<file path="config.mk">
export PLATFORM = sky130hd
export DESIGN_NAME = ram_arbiter
export DESIGN_NICKNAME = d
export VERILOG_FILES = /design/src/rtl/ram_arbiter.sv
export SDC_FILE = /design/constraint.sdc
export NUM_CORES = 1
export LEC_CHECK = 0
export CORE_ASPECT_RATIO = 0.8
export CORE_MARGIN = 2
export CORE_UTILIZATION = 55
export CTS_CLUSTER_SIZE = 10
export DETAILED_ROUTE_END_ITERATION = 8
export DONT_BUFFER_PORTS = 1
export PLACE_DENSITY_LB_ADDON = 0.2
export RECOVER_POWER = 100
export SKIP_LAST_GASP = 1
export SLEW_MARGIN = 20
export SYNTH_ARGS = -nofsm -noshare
export SYNTH_HDL_FRONTEND = slang
export SYNTH_SLANG_ARGS = --single-unit
</file>
<file path="constraint.sdc">
create_clock -name clk -period 3.1 [get_ports clk]
set_clock_uncertainty 0.05 [all_clocks]
set_input_delay 0.31 -clock clk [delete_from_list [all_inputs] [get_ports clk]]
set_output_delay 0.31 -clock clk [all_outputs]
set_load 0.005 [all_outputs]
</file>
<file path="src/rtl/ram_arbiter.sv">
// ram_arbiter: two-port round-robin arbiter/sequencer for a single-port
// synchronous RAM with registered dataout.
// Ports:
//   clk, rst_n                  clock, async active-low reset
//   req_x, we_x, lock_x         per-port request, write enable, lock (x = a, b)
//   addr_x, wdata_x             per-port address and write data
//   gnt_x                       one-cycle grant pulse
//   rvalid_x, rdata_x           one-cycle completion strobe and data
//   busy                        high while an access is in flight
//   ram_rw, ram_addr, ram_wdata RAM control/address/write data (registered)
//   ram_rdata                   RAM registered dataout
module ram_arbiter #(
  parameter int unsigned data_width = 4,
  parameter int unsigned addr_width = 4
) (
  input  logic                  clk,
  input  logic                  rst_n,
  input  logic                  req_a,
  input  logic                  req_b,
  input  logic                  we_a,
  input  logic                  we_b,
  input  logic                  lock_a,
  input  logic                  lock_b,
  input  logic [addr_width-1:0] addr_a,
  input  logic [addr_width-1:0] addr_b,
  input  logic [data_width-1:0] wdata_a,
  input  logic [data_width-1:0] wdata_b,
  output logic                  gnt_a,
  output logic                  gnt_b,
  output logic                  rvalid_a,
  output logic                  rvalid_b,
  output logic [data_width-1:0] rdata_a,
  output logic [data_width-1:0] rdata_b,
  output logic                  busy,
  output logic                  ram_rw,
  output logic [addr_width-1:0] ram_addr,
  output logic [data_width-1:0] ram_wdata,
  input  logic [data_width-1:0] ram_rdata
);

  typedef enum logic {
    IDLE   = 1'b0,
    ACCESS = 1'b1
  } state_t;

  localparam logic PORT_A = 1'b0;
  localparam logic PORT_B = 1'b1;

  state_t                state_q;
  logic                  owner_q;
  logic                  last_q;
  logic                  locked_q;
  logic                  gnt_a_q;
  logic                  gnt_b_q;
  logic                  rvalid_a_q;
  logic                  rvalid_b_q;
  logic                  busy_q;
  logic                  ram_rw_q;
  logic [addr_width-1:0] ram_addr_q;
  logic [data_width-1:0] ram_wdata_q;

  logic                  owner_req_c;
  logic                  win_valid_c;
  logic                  win_b_c;
  logic                  win_we_c;
  logic                  win_lock_c;
  logic [addr_width-1:0] win_addr_c;
  logic [data_width-1:0] win_wdata_c;

  // Winner selection: a held lock beats round-robin; a tie goes to the port
  // that was not served last.
  always_comb begin
    win_valid_c = 1'b0;
    win_b_c     = PORT_A;
    owner_req_c = (owner_q == PORT_B) ? req_b : req_a;
    if (locked_q && owner_req_c) begin
      win_valid_c = 1'b1;
      win_b_c     = owner_q;
    end else if (req_a && req_b) begin
      win_valid_c = 1'b1;
      win_b_c     = (last_q == PORT_A) ? PORT_B : PORT_A;
    end else if (req_a) begin
      win_valid_c = 1'b1;
      win_b_c     = PORT_A;
    end else if (req_b) begin
      win_valid_c = 1'b1;
      win_b_c     = PORT_B;
    end
  end

  // Winner's request fields.
  always_comb begin
    win_we_c    = win_b_c ? we_b    : we_a;
    win_lock_c  = win_b_c ? lock_b  : lock_a;
    win_addr_c  = win_b_c ? addr_b  : addr_a;
    win_wdata_c = win_b_c ? wdata_b : wdata_a;
  end

  // Sequencer: IDLE grants and launches, ACCESS completes and returns.
  always_ff @(posedge clk or negedge rst_n) begin
    if (!rst_n) begin
      state_q     <= IDLE;
      owner_q     <= PORT_A;
      last_q      <= PORT_B;
      locked_q    <= 1'b0;
      gnt_a_q     <= 1'b0;
      gnt_b_q     <= 1'b0;
      rvalid_a_q  <= 1'b0;
      rvalid_b_q  <= 1'b0;
      busy_q      <= 1'b0;
      ram_rw_q    <= 1'b0;
      ram_addr_q  <= '0;
      ram_wdata_q <= '0;
    end else begin
      gnt_a_q    <= 1'b0;
      gnt_b_q    <= 1'b0;
      rvalid_a_q <= 1'b0;
      rvalid_b_q <= 1'b0;
      case (state_q)
        IDLE: begin
          if (win_valid_c) begin
            ram_addr_q  <= win_addr_c;
            ram_wdata_q <= win_wdata_c;
            ram_rw_q    <= win_we_c;
            gnt_a_q     <= ~win_b_c;
            gnt_b_q     <= win_b_c;
            owner_q     <= win_b_c;
            locked_q    <= win_lock_c;
            busy_q      <= 1'b1;
            state_q     <= ACCESS;
          end else begin
            // Nobody requesting means a held lock's owner walked away.
            ram_rw_q <= 1'b0;
            locked_q <= 1'b0;
          end
        end
        ACCESS: begin
          ram_rw_q   <= 1'b0;
          rvalid_a_q <= ~owner_q;
          rvalid_b_q <= owner_q;
          last_q     <= owner_q;
          busy_q     <= 1'b0;
          state_q    <= IDLE;
        end
        default: state_q <= IDLE;
      endcase
    end
  end

  assign gnt_a     = gnt_a_q;
  assign gnt_b     = gnt_b_q;
  assign rvalid_a  = rvalid_a_q;
  assign rvalid_b  = rvalid_b_q;
  assign busy      = busy_q;
  assign ram_rw    = ram_rw_q;
  assign ram_addr  = ram_addr_q;
  assign ram_wdata = ram_wdata_q;

  // RAM dataout is registered and echoes datain on writes, so it is the
  // completion data for both reads and writes.
  assign rdata_a = ram_rdata;
  assign rdata_b = ram_rdata;

endmodule

</file>
[Word-level counts from Yosys, hierarchy flattened]
Index checks and enable logic that the tools add are counted.
W data, S select, Z words.
Cells by class
  equal/unequal tests: 1
  muxes and demuxes: 26
  bitwise operators: 3
  reduce and logical (&&, ||, !) cells: 3
Operators by type and width (count)
  $mux W1: 21
  $mux W4: 2
  $pmux W1 S2: 3
  $not A1 Y1: 3
  $logic_and A1 B1 Y1: 2
  $ne A2 B2 Y1 const B: 1
  $reduce_and A2 Y1: 1
Word-level totals
  flip-flop bits (word level): 18
  input bits: 28
  output and inout bits: 22
  word-level logic and storage cells: 45

[Logic depth before layout (Yosys ltp)]
  depth after elaboration: 7
  gate-level depth with buffers: 5

[Least setup slack after synthesis]
Ideal clock, no wire load.
  kind: register to register
  start point: register last_q
  end point: register locked_q
  setup time: 0.126 ns
  arrival time: 1.187 ns
  setup slack: 1.737 ns
  stages on the path, launching flop included: 5
  buffers on the path: 1
  cell sequence: dfstp_2 > or2_1 > buf_6 > a311oi_4 > a221o_1
On the way
  word-level cells in the longest chain between the ends: 5
RTL lines
  from (decl): line 51  | logic last_q;
  from (signal assigned): line 141  | last_q <= owner_q;
  $mux W1: line 81  | win_b_c = (last_q == PORT_A) ? PORT_B : PORT_A;
  $mux W1: line 79  | end else if (req_a && req_b) begin
  $mux W1: line 76  | if (locked_q && owner_req_c) begin
  $mux W1: line 94  | win_lock_c = win_b_c ? lock_b : lock_a;
  $mux W1: line 121  | if (win_valid_c) begin
  to (signal assigned): line 128  | locked_q <= win_lock_c;
  to (decl): line 52  | logic locked_q;
No other way between the ends.
A chain may end at the register's enable or synchronous reset.

[Final worst setup path]
Ends and elaborated chain as after synthesis.

==> impl_summary.log <==
[metrics] Max rail drop VDD: between 0.0004 and 0.0005 V
[metrics] WL/cell: approximately 17 um
[metrics] switching fraction of total power: 0.327
[metrics] endpoint required time on the critical path: around 3.2 ns
[metrics] routed vias/inst: between 6 and 7
[metrics] overall fraction of global-route tracks in use: 0.222
[metrics] number of hold-slack violations in the final timing report: 0
[metrics] register area share after synthesis: 0.429
[metrics] Via Count: ~810
[metrics] maximum clock path buffer count: 2
[metrics] layout-stage area growth over the synthesis result: -5.23%
[metrics] clock network fraction of design power: 0.239
[metrics] crit path time final: between 1.5 and 2 ns
[metrics] clock transition at the registers of the reported paths: 0.11 ns
[metrics] share of synthesized registers carrying an async set or reset: 1.00
[metrics] data arrival time of the worst path: around 2 ns
[metrics] standard cell core area: roughly 1800 um2
[metrics] Achievable Freq: 0.528 GHz
[metrics] share of the synthesized area in the top cell type: 0.404
[metrics] number of antenna violations at the first check in global routing: 0
[metrics] top cell types by occurrence after synthesis: nand2_1, dfrtp_1, inv_1
[metrics] violation count after the first detailed-routing iteration: 19
[metrics] leakage power: 0.440 nW
[metrics] detailed-placement wirelength estimate: between 1000 and 1500 um
[metrics] worst hold slack after final layout: between 0.07 and 0.08 ns
[metrics] final core utilization: 0.542
[metrics] critical path peak fanout: 9
[metrics] startpoint type of the worst setup path: flop
[metrics] Critical Path Sink Type: flop
[metrics] number of buffers inserted for hold repair after clock tree synthesis: 1
[metrics] global-route congestion overflow total: 0
[metrics] largest cells by area after synthesis: dfrtp_1, nand2_1, o31a_1
[metrics] ratio of total power to cell area: approximately 630 nW/um2
[metrics] post-route total power: between 0.6 and 0.7 mW
[metrics] Max transition margin: 0.243
[metrics] syn nets: 141
[metrics] chip width: 52.9 um
[metrics] outcome: finished clean
[metrics] clock latency of the later-clocked register in the worst-skew pair: 0.30 ns
[metrics] leading area contributor after synthesis: dfrtp_1
[metrics] global-route wire length before repair: about 3600 um
[metrics] number of library cell types mapped by synthesis: 24
[metrics] clock sink total: 18
[metrics] total standard cell area after synthesis: between 1000 and 1500 um2
[metrics] Ant. Diodes: 0
[metrics] fraction of final layout cells with drive strength greater than 1: 0.0388
[metrics] most used flip-flop cell after synthesis: dfrtp_1
[metrics] level count of the clock H-tree: 1
[metrics] total of endpoints with negative setup slack in the final report: 0
[metrics] Adder-Cell Fraction of Synth Area: 0
[metrics] Inserted Clock Buffers: 3
[metrics] average instance area after synthesis: about 9.3 um2
[metrics] post-synthesis instance total: between 100 and 150
[metrics] Total Neg Setup Slack: 0 ns
[metrics] CTS tree: yes
[metrics] setup bufs post-CTS: 0
[metrics] P_int: around 0.42 mW
[metrics] remaining antenna violation count: 0
[metrics] cell count after placement: 122
[metrics] vias in the first global route: roughly 780
[metrics] Reg power frac: 0.515
[metrics] EDFF count, synth: 0
[metrics] First-pass DRT Iterations: 6
[metrics] unrepaired setup endpoints after global routing: false
[metrics] post-synthesis share of cell area spent on and, or, nand and nor gates: 0.163
[metrics] largest net degree at the start of global routing: 21
[metrics] # Max-Cap Violations: 0
[metrics] net switching power: approximately 0.2 mW
[metrics] fraction of the mapped netlist area in compound gates: 0.270
[metrics] CTS Root Cell: clkbuf_4
[metrics] net count reported at finish: between 100 and 150
[metrics] number of cells in the finished layout apart from fillers: between 100 and 150
[metrics] share of synthesized area spent on multiplexers: 0
[metrics] number of gates given a new drive strength after cts: 0
[metrics] routability congestion estimate: 0.750
[metrics] die span in y: 43.1 um
[metrics] Ys Warns: 0
[metrics] final std cell area, no fill: 997 um2
[metrics] Hold Path Class: in2reg
[metrics] final setup margin: approximately 1.2 ns
[metrics] share of power burned in combinational logic: 0.246
[metrics] Rows: 14
[metrics] boundary pin count: 50
[metrics] setup slack at placement: between 1 and 1.5 ns
[metrics] number of remaining DRC errors: 0
[metrics] post-placement cell area: 978 um2
[metrics] area of the die: roughly 2300 um2
[metrics] overall routed net length: approximately 2200 um
[metrics] Port Buf Inserts: 0
[metrics] worst setup path class: reg2reg
[metrics] xor and xnor fraction of the mapped netlist area: 0
[metrics] effective utilization at floorplan: 0.572
[metrics] final critical-path share of the clock period: 0.611
[metrics] Yosys reg bits: 18
[metrics] transition time of the tightest slew-check pin: roughly 1.1 ns
[metrics] max-slew violation total from the final report: 0
[metrics] library cell with the highest instance count after synthesis: nand2_1
[metrics] dominant combinational cell family by area after synthesis: compound AO/OA/AOI/OAI gates
==> layout make-up <==
cell class              instances  area [um2]
fillers                       174         842
flip-flops and latches         18         452
multi-input cells              69         428
inverters                      11        41.3
clock buffers                   4        36.3
well taps                      24        30.0
repair buffers                  1        10.0
==> layer usage <==
layer	up-vias	global-route usage	part of all wire
li1	371	-	-
met1	391	0.316	0.45
met2	41	0.295	0.43
met3	4	0.106	0.12
met4	0	0.0667	0.0073
met5	-	0	0
==> power by group through the flow <==
| stage | registers [mW] | logic, mW | clock network [mW] |
|---|---|---|---|
| floorplan | 0.321 | 0.159 | 0 |
| detailed placement | 0.332 | 0.156 | 0 |
| finish | 0.324 | 0.155 | 0.151 |
| global placement | 0.331 | 0.153 | 0 |
| CTS | 0.327 | 0.164 | 0.155 |
| global route | 0.334 | 0.175 | 0.170 |
==> kinds of logic (layout without fill, tap and decap cells) <==
group | count (synthesis) | in the layout
AND/OR/NAND/NOR | 36 | 36
AO/OA/AOI/OAI | 33 | 33
flip-flops | 18 | 18
buffers and inverters | 26 | 16
==> layout by cell type (no fill, tap or decap) <==
| cell type | instances |
|---|---|
| or2_0 | 1 |
| a21oi_1 | 1 |
| o31a_1 | 8 |
| dfstp_1 | 1 |
| a31oi_1 | 9 |
| dlygate4sd3_1 | 1 |
| o21bai_1 | 1 |
| a311oi_1 | 1 |
| a22o_1 | 1 |
| clkbuf_4 | 3 |
| nand2b_1 | 10 |
| inv_1 | 11 |
| o21ai_0 | 1 |
| clkbuf_8 | 1 |
| nand2_1 | 19 |
| a21o_1 | 2 |
| and2_0 | 2 |
| o32ai_1 | 8 |
| dfrtp_1 | 17 |
| a221o_1 | 1 |
| nor2_1 | 3 |
| or2b_1 | 1 |
==> final timing paths <==
check,to,depth (start not counted),slack [ns],start
setup / recovery,locked_q,3,1.21,last_q
hold / removal,ram_rw,1,0.08,we_a
setup reg to reg,locked_q,3,1.21,last_q
hold reg to reg,busy,1,0.47,busy
max in group asynchronous,ram_addr[0],1,2.01,rst_n
min in group asynchronous,ram_wdata[3],1,0.49,rst_n
==> critical path, cell delays in order, from the launching register on <==
cell,delay [ns]
dfstp_1,0.59
or2_0,0.48
a311oi_1,0.25
a221o_1,0.41
Note: power is estimated with default switching activity, not from simulation.
